### src/rtl/serial_add_arbiter.sv
`default_nettype none
// +--------------------------------------------------------------------------+
// | Module      : serial_add_arbiter                                         |
// | Description : Two requesters share one 1-bit full-adder slice. The       |
// |               round-robin winner's operands are captured at grant and    |
// |               added LSB first, one bit per cycle. The result is then     |
// |               presented for one cycle with DONE.                         |
// | Ports       : CLK, RST           clock / synchronous active-high reset   |
// |               REQ0,A0,B0,CIN0    requester 0 request and operands        |
// |               REQ1,A1,B1,CIN1    requester 1 request and operands        |
// |               GNT[1:0]           one-hot grant, high only while adding   |
// |               BUSY               high whenever not idle                  |
// |               DONE, DONE_ID      result-valid pulse and served index     |
// |               SUM, COUT          result, held until the next DONE        |
// | Revision    : 1.0  initial release                                       |
// +--------------------------------------------------------------------------+
module serial_add_arbiter #(
    parameter int WIDTH = 8
) (
    input  logic             CLK,
    input  logic             RST,
    input  logic             REQ0,
    input  logic [WIDTH-1:0] A0,
    input  logic [WIDTH-1:0] B0,
    input  logic             CIN0,
    input  logic             REQ1,
    input  logic [WIDTH-1:0] A1,
    input  logic [WIDTH-1:0] B1,
    input  logic             CIN1,
    output logic [1:0]       GNT,
    output logic             BUSY,
    output logic             DONE,
    output logic             DONE_ID,
    output logic [WIDTH-1:0] SUM,
    output logic             COUT
);

    // Counter wide enough to hold WIDTH-1 even when WIDTH is 1.
    localparam int              CW     = $clog2(WIDTH + 1);
    localparam logic [CW-1:0]   c_LAST = CW'(WIDTH - 1);

    localparam logic [1:0] c_IDLE = 2'd0;
    localparam logic [1:0] c_ADD  = 2'd1;
    localparam logic [1:0] c_FIN  = 2'd2;

    logic [1:0]       r_state;
    logic [1:0]       w_next_state;
    logic [WIDTH-1:0] r_a;
    logic [WIDTH-1:0] r_b;
    logic [WIDTH-1:0] r_res;
    logic [WIDTH-1:0] w_res_next;
    logic             r_carry;
    logic [CW-1:0]    r_cnt;
    logic             r_last;
    logic             r_owner;
    logic [WIDTH-1:0] r_sum;
    logic             r_cout;
    logic             r_done_id;
    logic             w_any_req;
    logic             w_winner;
    logic             w_bit;
    logic             w_carry;
    logic             w_last_bit;

    assign w_any_req  = REQ0 | REQ1;
    assign w_last_bit = (r_cnt == c_LAST);

    // Round-robin: a lone requester wins; on contention the one not served
    // last wins.
    always_comb begin
        if (REQ0 && REQ1) begin
            w_winner = ~r_last;
        end else begin
            w_winner = REQ1;
        end
    end

    // The shared full-adder slice works on the LSBs of the operand shifters.
    assign w_bit   = r_a[0] ^ r_b[0] ^ r_carry;
    assign w_carry = (r_a[0] & r_b[0]) | (r_b[0] & r_carry) | (r_carry & r_a[0]);

    // New bits enter at the MSB, so after WIDTH shifts the first (LSB) bit
    // has reached bit 0.
    always_comb begin
        w_res_next            = r_res >> 1;
        w_res_next[WIDTH-1]   = w_bit;
    end

    // State register
    always_ff @(posedge CLK) begin
        if (RST) begin
            r_state <= c_IDLE;
        end else begin
            r_state <= w_next_state;
        end
    end

    // Next-state logic
    always_comb begin
        w_next_state = r_state;
        case (r_state)
            c_IDLE:  if (w_any_req)  w_next_state = c_ADD;
            c_ADD:   if (w_last_bit) w_next_state = c_FIN;
            c_FIN:   w_next_state = c_IDLE;
            default: w_next_state = c_IDLE;
        endcase
    end

    // Output logic
    always_comb begin
        GNT  = 2'b00;
        BUSY = (r_state != c_IDLE);
        DONE = (r_state == c_FIN);
        if (r_state == c_ADD) begin
            GNT = r_owner ? 2'b10 : 2'b01;
        end
    end

    assign SUM     = r_sum;
    assign COUT    = r_cout;
    assign DONE_ID = r_done_id;

    // Datapath: operand capture at grant, bit-serial add, result commit on
    // the edge that enters FIN.
    always_ff @(posedge CLK) begin
        if (RST) begin
            r_a       <= '0;
            r_b       <= '0;
            r_res     <= '0;
            r_carry   <= 1'b0;
            r_cnt     <= '0;
            r_last    <= 1'b1;
            r_owner   <= 1'b0;
            r_sum     <= '0;
            r_cout    <= 1'b0;
            r_done_id <= 1'b0;
        end else begin
            case (r_state)
                c_IDLE: begin
                    if (w_any_req) begin
                        r_owner <= w_winner;
                        r_last  <= w_winner;
                        r_a     <= w_winner ? A1   : A0;
                        r_b     <= w_winner ? B1   : B0;
                        r_carry <= w_winner ? CIN1 : CIN0;
                        r_cnt   <= '0;
                    end
                end
                c_ADD: begin
                    r_a     <= r_a >> 1;
                    r_b     <= r_b >> 1;
                    r_res   <= w_res_next;
                    r_carry <= w_carry;
                    r_cnt   <= r_cnt + CW'(1);
                    if (w_last_bit) begin
                        r_sum     <= w_res_next;
                        r_cout    <= w_carry;
                        r_done_id <= r_owner;
                    end
                end
                default: begin
                end
            endcase
        end
    end

endmodule
`default_nettype wire

### config.mk
export PLATFORM = sky130hd
export DESIGN_NAME = serial_add_arbiter
export DESIGN_NICKNAME = d
export VERILOG_FILES = /design/src/rtl/serial_add_arbiter.sv
export SDC_FILE = /design/constraint.sdc
export NUM_CORES = 1
export LEC_CHECK = 0
export BUFFER_PORTS_ARGS = -buffer_cell sky130_fd_sc_hd__buf_2
export CORE_MARGIN = 3
export CORE_UTILIZATION = 55
export CTS_CLUSTER_DIAMETER = 40
export DETAILED_ROUTE_END_ITERATION = 10
export MAX_ROUTING_LAYER = met4
export PLACE_DENSITY = 0.82
export REMOVE_ABC_BUFFERS = 1
export SETUP_SLACK_MARGIN = 0.2
export SLEW_MARGIN = 20
export SYNTH_ARGS = -nofsm -noshare
export SYNTH_HDL_FRONTEND = slang
export SYNTH_SLANG_ARGS = --single-unit
### constraint.sdc
create_clock -name CLK -period 2.2 [get_ports CLK]
set_input_delay 0 -clock CLK [delete_from_list [all_inputs] [get_ports CLK]]
set_output_delay 0 -clock CLK [all_outputs]
set_load 0.1 [all_outputs]
Yosys cells after proc, flatten, opt, wreduce, memory -nomap -nowiden
Cells that the tools add are included.
{"block": "op_classes", "n_addsub": 1, "multipliers": 0, "n_div": 0, "magnitude_cmp": 0, "eq_ne": 5, "n_shift": 0, "mux": 17, "bitwise_logic": 9, "n_reduce_logical": 8}
{"op": "$mux 8", "n": 4}
{"op": "$pmux 8 s2", "n": 2}
{"op": "$mux 2", "n": 4}
{"op": "$pmux 4 s2", "n": 1}
{"op": "$reduce_and 2->1", "n": 4}
{"op": "$add 4x1->4 const B", "n": 1}
{"op": "$eq 4x3->1 const B", "n": 1}
{"op": "$mux 4", "n": 1}
{"op": "$ne 2x2->1 const B", "n": 2}
{"op": "$pmux 2 s2", "n": 1}
{"op": "$reduce_bool 2->1", "n": 2}
{"op": "$and 1x1->1", "n": 3}
{"op": "$mux 1", "n": 3}
{"op": "$or 1x1->1", "n": 3}
{"op": "$eq 2x1->1 const B", "n": 1}
{"op": "$eq 2x2->1 const B", "n": 1}
{"op": "$logic_not 2->1", "n": 1}
{"op": "$pmux 1 s2", "n": 1}
{"op": "$xor 1x1->1", "n": 2}
{"op": "$logic_and 1x1->1", "n": 1}
{"op": "$not 1->1", "n": 1}
{"block": "totals", "regBits": 43, "latchBits": 0, "ram_bits": 0, "mem_bits_ro": 0, "mem_count": 0}

Logic depth before layout (Yosys ltp)
Gate-level depths: netlist (run 1).
{"block": "depth", "word_depth": 5, "mapped_depth": 6}

Least setup slack after synthesis (run 1)
No wires, ideal clock.
{"block": "synth_path", "path_type": "reg2out", "start": "reg r_state[1]", "end": "out GNT[0]", "t_arrival_ns": 2.004, "required_ns": 2.200, "slack_ns": 0.196, "stages_incl_launch_ff": 4, "cell_sequence": "dfxtp_1 -> nand2b_1 -> buf_2 -> nor2_1"}
{"block": "synth_via", "elab_chain_len": 2}
{"item": "start: declaration", "line_no": "46", "rtl": "logic [1:0] r_state;"}
{"item": "start signal: assignment", "line_no": "92", "rtl": "r_state <= c_IDLE;"}
{"item": "start signal: assignment", "line_no": "94", "rtl": "r_state <= w_next_state;"}
{"item": "$eq 2x1->1", "line_no": "114", "rtl": "if (r_state == c_ADD) begin"}
{"item": "$mux 2", "line_no": "114"}
{"item": "end: declaration", "line_no": "30", "rtl": "output logic [1:0] GNT,"}
Every way passes these cells.

Final worst setup path (run 1)
{"block": "layout_path", "start": "in REQ1", "end": "reg r_a[2]"}
{"block": "layout_via", "elab_chain_len": 5, "elab_cells_between_ends": 8, "cone_classes": "eq/ne: 1; mux: 4; bitwise: 1; reduce/logical: 2"}
{"item": "start: declaration", "line_no": "26", "rtl": "input logic REQ1,"}
{"item": "$logic_and 1x1->1", "line_no": "71", "rtl": "if (REQ0 && REQ1) begin"}
{"item": "$mux 1", "line_no": "71"}
{"item": "$mux 8", "line_no": "143", "rtl": "r_a <= w_winner ? A1 : A0;"}
{"item": "$mux 8", "line_no": "140", "rtl": "if (w_any_req) begin"}
{"item": "$pmux 8 s2", "line_no": "138", "rtl": "case (r_state)"}
{"item": "end signal: assignment", "line_no": "143"}
{"item": "end signal: assignment", "line_no": "150", "rtl": "r_a <= r_a >> 1;"}
{"item": "end: declaration", "line_no": "48", "rtl": "logic [WIDTH-1:0] r_a;"}
Parallel ways exist; a longest one is shown, timed or not. The select of a mux whose other input is x is not followed.
A chain may end at the register's enable or synchronous reset.

==> results of run 1 <==
logic make-up (layout without fill, tap and decap cells):
logic type                 count (synthesis)  in the layout  share of synthesized area [%]
adders and majority gates                  2              2                           1.80
DFF                                       42             42                           46.5
buffers and inverters                     15             98                           7.20
AOI/OAI and AO/OA                         61             61                           23.1
and+or+nand+nor                           41             41                           11.9
muxes                                     17             17                           9.42
metal layers:
metal  routed length (µm)  vias to the layer above
met5                    0                        -
met4                  150                        0
met3                  393                       18
met2                 2260                      106
met1                 2040                      789
li1                     -                      827
area by class of cell:
type	instances	area (µm²)	area share (%)
Clock buffer	5	37.5	1.55
Clock inverter	3	21.3	0.878
Inverter	1	3.75	0.155
Multi-Input combinational cell	121	836	34.5
Sequential cell	42	841	34.7
Tap cell	44	55.1	2.27
Timing Repair Buffer	89	628	25.9
critical path: cells and delay by family:
kind            cells  cell delay [ns]
mux                 1             0.26
buf+inv             4             1.57
compound gates      2             0.24
sequential cells by signal, summed over array words and instances, names as in the netlist, 2 cells and up:
register / cells
SUM: 8
r_state: 2
r_cnt: 4
r_a: 8
r_res: 7
r_b: 8
worst min path at each step:
stage                      from        to  slack, ns  cells after the start
final                       RST   r_owner       0.03                      2
after global routing        RST  r_res[4]       0.01                      2
after CTS                   RST   r_owner      0.007                      2
after detailed placement  B0[2]    r_b[2]       0.28                      3
after global placement    B0[2]    r_b[2]       0.26                      3
after floorplan             RST    SUM[0]       0.07                      1
per-stage QoR:
| step | cell area [µm²] | util [%] |
|---|---|---|
| 2_1_floorplan | 1680 | - |
| 3_3_place_gp | 2010 | 64.9 |
| 3_5_place_dp | 2010 | 64.9 |
| 4_1_cts | 2420 | 78.1 |
| 5_1_grt | 2420 | 78.1 |
| 6_report | 2420 | 78.1 |
where the power goes:
| group | switching, mW | internal [mW] | total [mW] | leakage [nW] |
|---|---|---|---|---|
| Sequential | 0.0287 | 0.798 | 0.827 | 0.343 |
| Clock | 0.259 | 0.124 | 0.383 | 0.0312 |
| Combinational | 0.157 | 0.143 | 0.301 | 0.642 |
| Total | 0.445 | 1.07 | 1.51 | 1.02 |
synthesized netlist by cell type (2+ instances only):
library cell | n | area share (%)
o2bb2ai_1 | 2 | 0.97
o22ai_1 | 15 | 5.2
nand2_1 | 17 | 3.5
or2_1 | 3 | 1.0
buf_8 | 2 | 1.7
buf_6 | 6 | 3.7
mux2i_1 | 17 | 9.4
nor2_1 | 6 | 1.2
buf_2 | 2 | 0.55
nand3_1 | 2 | 0.55
dfxtp_1 | 42 | 47
clkbuf_1 | 3 | 0.62
a22o_1 | 9 | 4.4
a22oi_1 | 16 | 6.6
o21ai_0 | 2 | 0.55
nor3_1 | 2 | 0.55
a21oi_1 | 14 | 3.9
==> run metrics, run 1 <==
overall routed net length 4.84 mm; YS warnings 0; number of global-route vias before repair 1,719; Final Hold Viols 0; average size of a mapped cell 10.2 µm²; CTS tree built; Register-to-Register Path Depth 5; DR iter-0 viols 136; filler cell count roughly 180; Seq/Total Area, Yosys 46.5%; worst setup margin between 0.3 and 0.4 ns; final cell count without fillers 305; Final #Nets 300; pre-CTS WS 0.630 ns; CP dominant cell by count dlygate4sd3_1; outcome finished clean; met1 GRT Util 29.3%; CP max FO 18; remaining antenna violation count 0; layout cells sized above 1 between 20% and 30%; Worst Setup Start Kind input pin; TritonRoute pass-1 iters 4; placed cells 262; global route hottest layer met2; flops & latches, synth 42; Slew Limit Headroom a little under three fifths; PD cells about 620 nW/µm²; GR Overflow Total 0; antenna violations before repair 0; area delta synth->final 34.1%; hold_ws roughly 0.028 ns; WP data arrival 2.08 ns; Main synth FF type dfxtp_1; Synth cell types 35; ANT cells 0; core area 3100 µm²; routing usage on met3 5.35%; R2R Setup Slk between 0.3 and 0.4 ns; DIE AREA 4010 µm²; largest net degree at the start of global routing 20; Die Width 63.3 µm; Synth Instances between 150 and 200; Die Ht 63.3 µm; fmax about 540 MHz; CP startpoint REQ1; Max-Cap Viols 0; fin crit share between 80% and 90%; # hold bufs at CTS 35; EDFF count, synth 0; total global-route track usage 25.6%; CTS buffer count 5; H-tree depth 2; FF-to-FF Start r_last; Static Leak about 1.0 nW; crit path max-delay cell type dlygate4sd3_1; clock buffer depth 2; fin. max-slew vios 0; commonest non-fill, non-tap cells in the layout 51 x buf_2, 42 x dfxtp_1, 35 x dlygate4sd3_1; DR WL/cell approximately 16 µm; post-layout min period 1.87 ns; CP peak stage delay slightly below 0.6 ns; Cell Area, Synth between 1500 and 2000 µm²; RSZ-0062 raised after global routing no; crit path kind input pin to flop; first-pass GRT wire length between 7 and 8 mm; # DRC 0; # rows 20; crit end category flop; Post-synth ARST share 0%; Initial Utilization 58.2%; post-cts sizing count 0; I/O pin cnt between 50 and 60; Final setup viols 0; Hold WC Path Type input pin to flop; Worst R2R End r_a[2]; Port-buffer cells 51; setup bufs post-CTS 0; CP Cell Sequence dlygate4sd3_1 > buf_2 > a21boi_2 > buf_4 > mux2i_1 > dlygate4sd3_1 > o22ai_1; worst skew pair latency 0.36 ns; GRT met2 Usage 40.8%; most common cell after layout, fill and taps aside buf_2; post-detail-place hpwl about 2.5 mm; Sink Count 42; root buf cell clkbuf_4; total number of vias 1,740; Pwr Total 1.51 mW; Total Neg Setup Slack 0 ns; worst-margin pin slew around 0.66 ns; clk_skew 0.0130 ns; Worst VDD drop 0.481 mV; Critical Path RT 2.41 ns; Worst-path clk slew 0.12 ns; placer congestion estimate ~0.76; Critical Path Sink r_a[2]; via-per-instance ratio ~5.7
(Power assumes the default switching activity.)
==> run 2: changes to the inputs <==
--- a/config.mk
+++ b/config.mk
@@ -7,11 +7,11 @@
 export LEC_CHECK = 0
 export BUFFER_PORTS_ARGS = -buffer_cell sky130_fd_sc_hd__buf_2
 export CORE_MARGIN = 3
-export CORE_UTILIZATION = 55
+export CORE_UTILIZATION = 51
 export CTS_CLUSTER_DIAMETER = 40
 export DETAILED_ROUTE_END_ITERATION = 10
 export MAX_ROUTING_LAYER = met4
-export PLACE_DENSITY = 0.82
+export PLACE_DENSITY = 0.77
 export REMOVE_ABC_BUFFERS = 1
 export SETUP_SLACK_MARGIN = 0.2
 export SLEW_MARGIN = 20
==> constraint.sdc (replaced) <==
create_clock -name CLK -period 1.9 [get_ports CLK]
set_input_delay 0 -clock CLK [delete_from_list [all_inputs] [get_ports CLK]]
set_output_delay 0 -clock CLK [all_outputs]
set_load 0.1 [all_outputs]
==> run metrics, run 2 (synthesized netlist as in run 1, its figures left out) <==
overall routed net length 4.73 mm (was 4.84 mm); post-detail-place hpwl 2.66 mm (was 2.55 mm); area delta synth->final 35.2% (was 34.1%); Worst R2R End r_a[7] (was r_a[2]); delay-heaviest family, CP simple AND/OR/NAND/NOR gates (was buffers and inverters); HP Start RST (unchanged); Initial Utilization 56.4% (was 58.2%); Worst VDD drop 0.443 mV (was 0.481 mV); GRT met2 Usage 42.2% (was 40.8%); clk_skew 0.00451 ns (was 0.0130 ns); Worst Setup Start Kind flop (was input pin); largest net degree at the start of global routing 28 (was 20); FF-to-FF Start r_state[0] (was r_last); first-pass GRT wire length 7.77 mm (was 7.78 mm); DR iter-0 viols 50 (was 136); Slew Limit Headroom 59.9% (was 56.0%); number of cells on the critical path 3 (was 7); Max-Cap Viols 0 (unchanged); Register-to-Register Path Depth 4 (was 5); CP peak stage delay 0.47 ns (was 0.59 ns); remaining antenna violation count 0 (unchanged); Endpoint, Worst Hold r_cnt[0] (was r_owner); post-layout min period 1.70 ns; PD cells 751 nW/µm² (was 624 nW/µm²); placer congestion estimate 0.755 (was 0.759); met1 GRT Util 24.9% (was 29.3%); crit path kind flop to output port (was input pin to flop); CP max FO 27 (was 18); Port-buffer cells 51 (unchanged); worst skew pair latency 0.34 ns (was 0.36 ns); worst-margin pin slew 0.602 ns (was 0.659 ns); crit path max-delay cell type dfxtp_1 (was dlygate4sd3_1); Final Hold Viols 0 (unchanged); Die Ht 65.5 µm (was 63.3 µm); Worst-path clk slew 0.12 ns (about the same); clock buffer depth 2 (unchanged); number of global-route vias before repair 1,776 (was 1,719); DIE AREA 4290 µm² (was 4010 µm²); most common cell after layout, fill and taps aside buf_2 (unchanged); R2R Setup Slk 0.37 ns (was 0.35 ns); fmax 588 MHz; setup bufs post-CTS 0 (unchanged); fin. max-slew vios 0 (unchanged); fin util 76.3% (was 78.1%); ANT cells 0 (unchanged); # rows 20 (unchanged); via-per-instance ratio 5.64 (was 5.70); crit end category output port (was flop); WP data arrival 1.70 ns (was 2.08 ns); core area 3200 µm² (was 3100 µm²); TritonRoute pass-1 iters 4 (unchanged); filler cell count 238 (was 184); total number of vias 1,714 (was 1,740); Final #Nets 299 (was 300); # DRC 0 (unchanged); CP Cell Sequence and2b_4 > and2_1 > clkbuf_4 (was dlygate4sd3_1 > buf_2 > a21boi_2 > buf_4 > mux2i_1 > dlygate4sd3_1 > o22ai_1); routing usage on met3 6.50% (was 5.35%); RSZ-0062 raised after global routing yes (was no); total global-route track usage 24.3% (was 25.6%); Total Neg Setup Slack 0 ns (unchanged); H-tree depth 2 (unchanged); commonest non-fill, non-tap cells in the layout 49 x buf_2, 42 x dfxtp_1, 35 x dlygate4sd3_1 (was 51 x buf_2, 42 x dfxtp_1, 35 x dlygate4sd3_1); CTS tree built (unchanged); root buf cell clkbuf_4 (unchanged); hold path depth 2 (unchanged); Final setup viols 0 (unchanged); GR Overflow Total 0 (unchanged); antenna violations before repair 0 (unchanged); DR WL/cell 15.6 µm (was 15.9 µm); Sink Count 42 (unchanged); I/O pin cnt 52 (unchanged); CTS buffer count 5 (unchanged); outcome finished clean (unchanged); WP buf/inv 1 (was 4); fin crit share 89.4%; layout cells sized above 1 26.5% (was 26.4%); Hold WC Path Type input pin to flop (unchanged); Critical Path RT 1.90 ns (was 2.41 ns); Die Width 65.5 µm (was 63.3 µm); Static Leak 1.02 nW (about the same); global route hottest layer met2 (unchanged)
-- run 2: how the worst max path moves through the flow --
stage | startpoint | to | slack, ns
2_1_floorplan | r_state[1] | GNT[0] | -0.1
3_3_place_gp | r_state[1] | COUT | 0.41
3_5_place_dp | r_state[1] | SUM[6] | 0.32
4_1_cts | r_state[0] | GNT[1] | 0.11
5_1_grt | r_state[0] | GNT[1] | 0.11
6_report | r_state[0] | GNT[1] | 0.20
-- run 2: timing repair --
| action | CTS | global route |
|---|---|---|
| pin swaps | 0 | 0 |
| hold buffers | 35 | 0 |
| gates resized for setup | 2 | 2 |
| endpoints found under the setup margin | 2 | 11 |
| hold endpoints to repair | 18 | 0 |
| gates cloned | 0 | 0 |
-- run 2: power breakdown --
group | internal (mW) | switching [mW] | total, mW
Sequential | 0.924 | 0.0316 | 0.955
Combinational | 0.152 | 0.175 | 0.327
Clock | 0.273 | 0.279 | 0.552
Total | 1.35 | 0.485 | 1.83
-- run 2: layer usage --
metal,share of wire (%),vias to the layer above,wire length (µm)
met5,0,-,0
met4,3.5,0,165
met3,7.3,20,343
met2,49,88,2330
met1,40,789,1890
li1,-,817,-
-- run 2: cell type report --
type | count | area [µm²] | share of cell area (%)
sequential | 42 | 841 | 34.4
multi-input combinational | 121 | 840 | 34.4
timing repair buffer | 88 | 626 | 25.6
tap | 44 | 55.1 | 2.25
clock inverter | 3 | 40.0 | 1.64
clock buffer | 5 | 37.5 | 1.54
inverter | 1 | 3.75 | 0.154
-- run 2: metrics by stage --
step	area, µm²	hold WS [ns]	total power, mW	setup slack, ns	std cells
2_1_floorplan	1680	0.0691	1.13	-0.0960	164
3_3_place_gp	2010	0.273	1.22	0.409	261
3_5_place_dp	2010	0.285	1.23	0.317	261
4_1_cts	2440	0.00876	1.83	0.115	304
5_1_grt	2440	0.0220	1.92	0.111	304
6_report	2440	0.0176	1.83	0.201	304
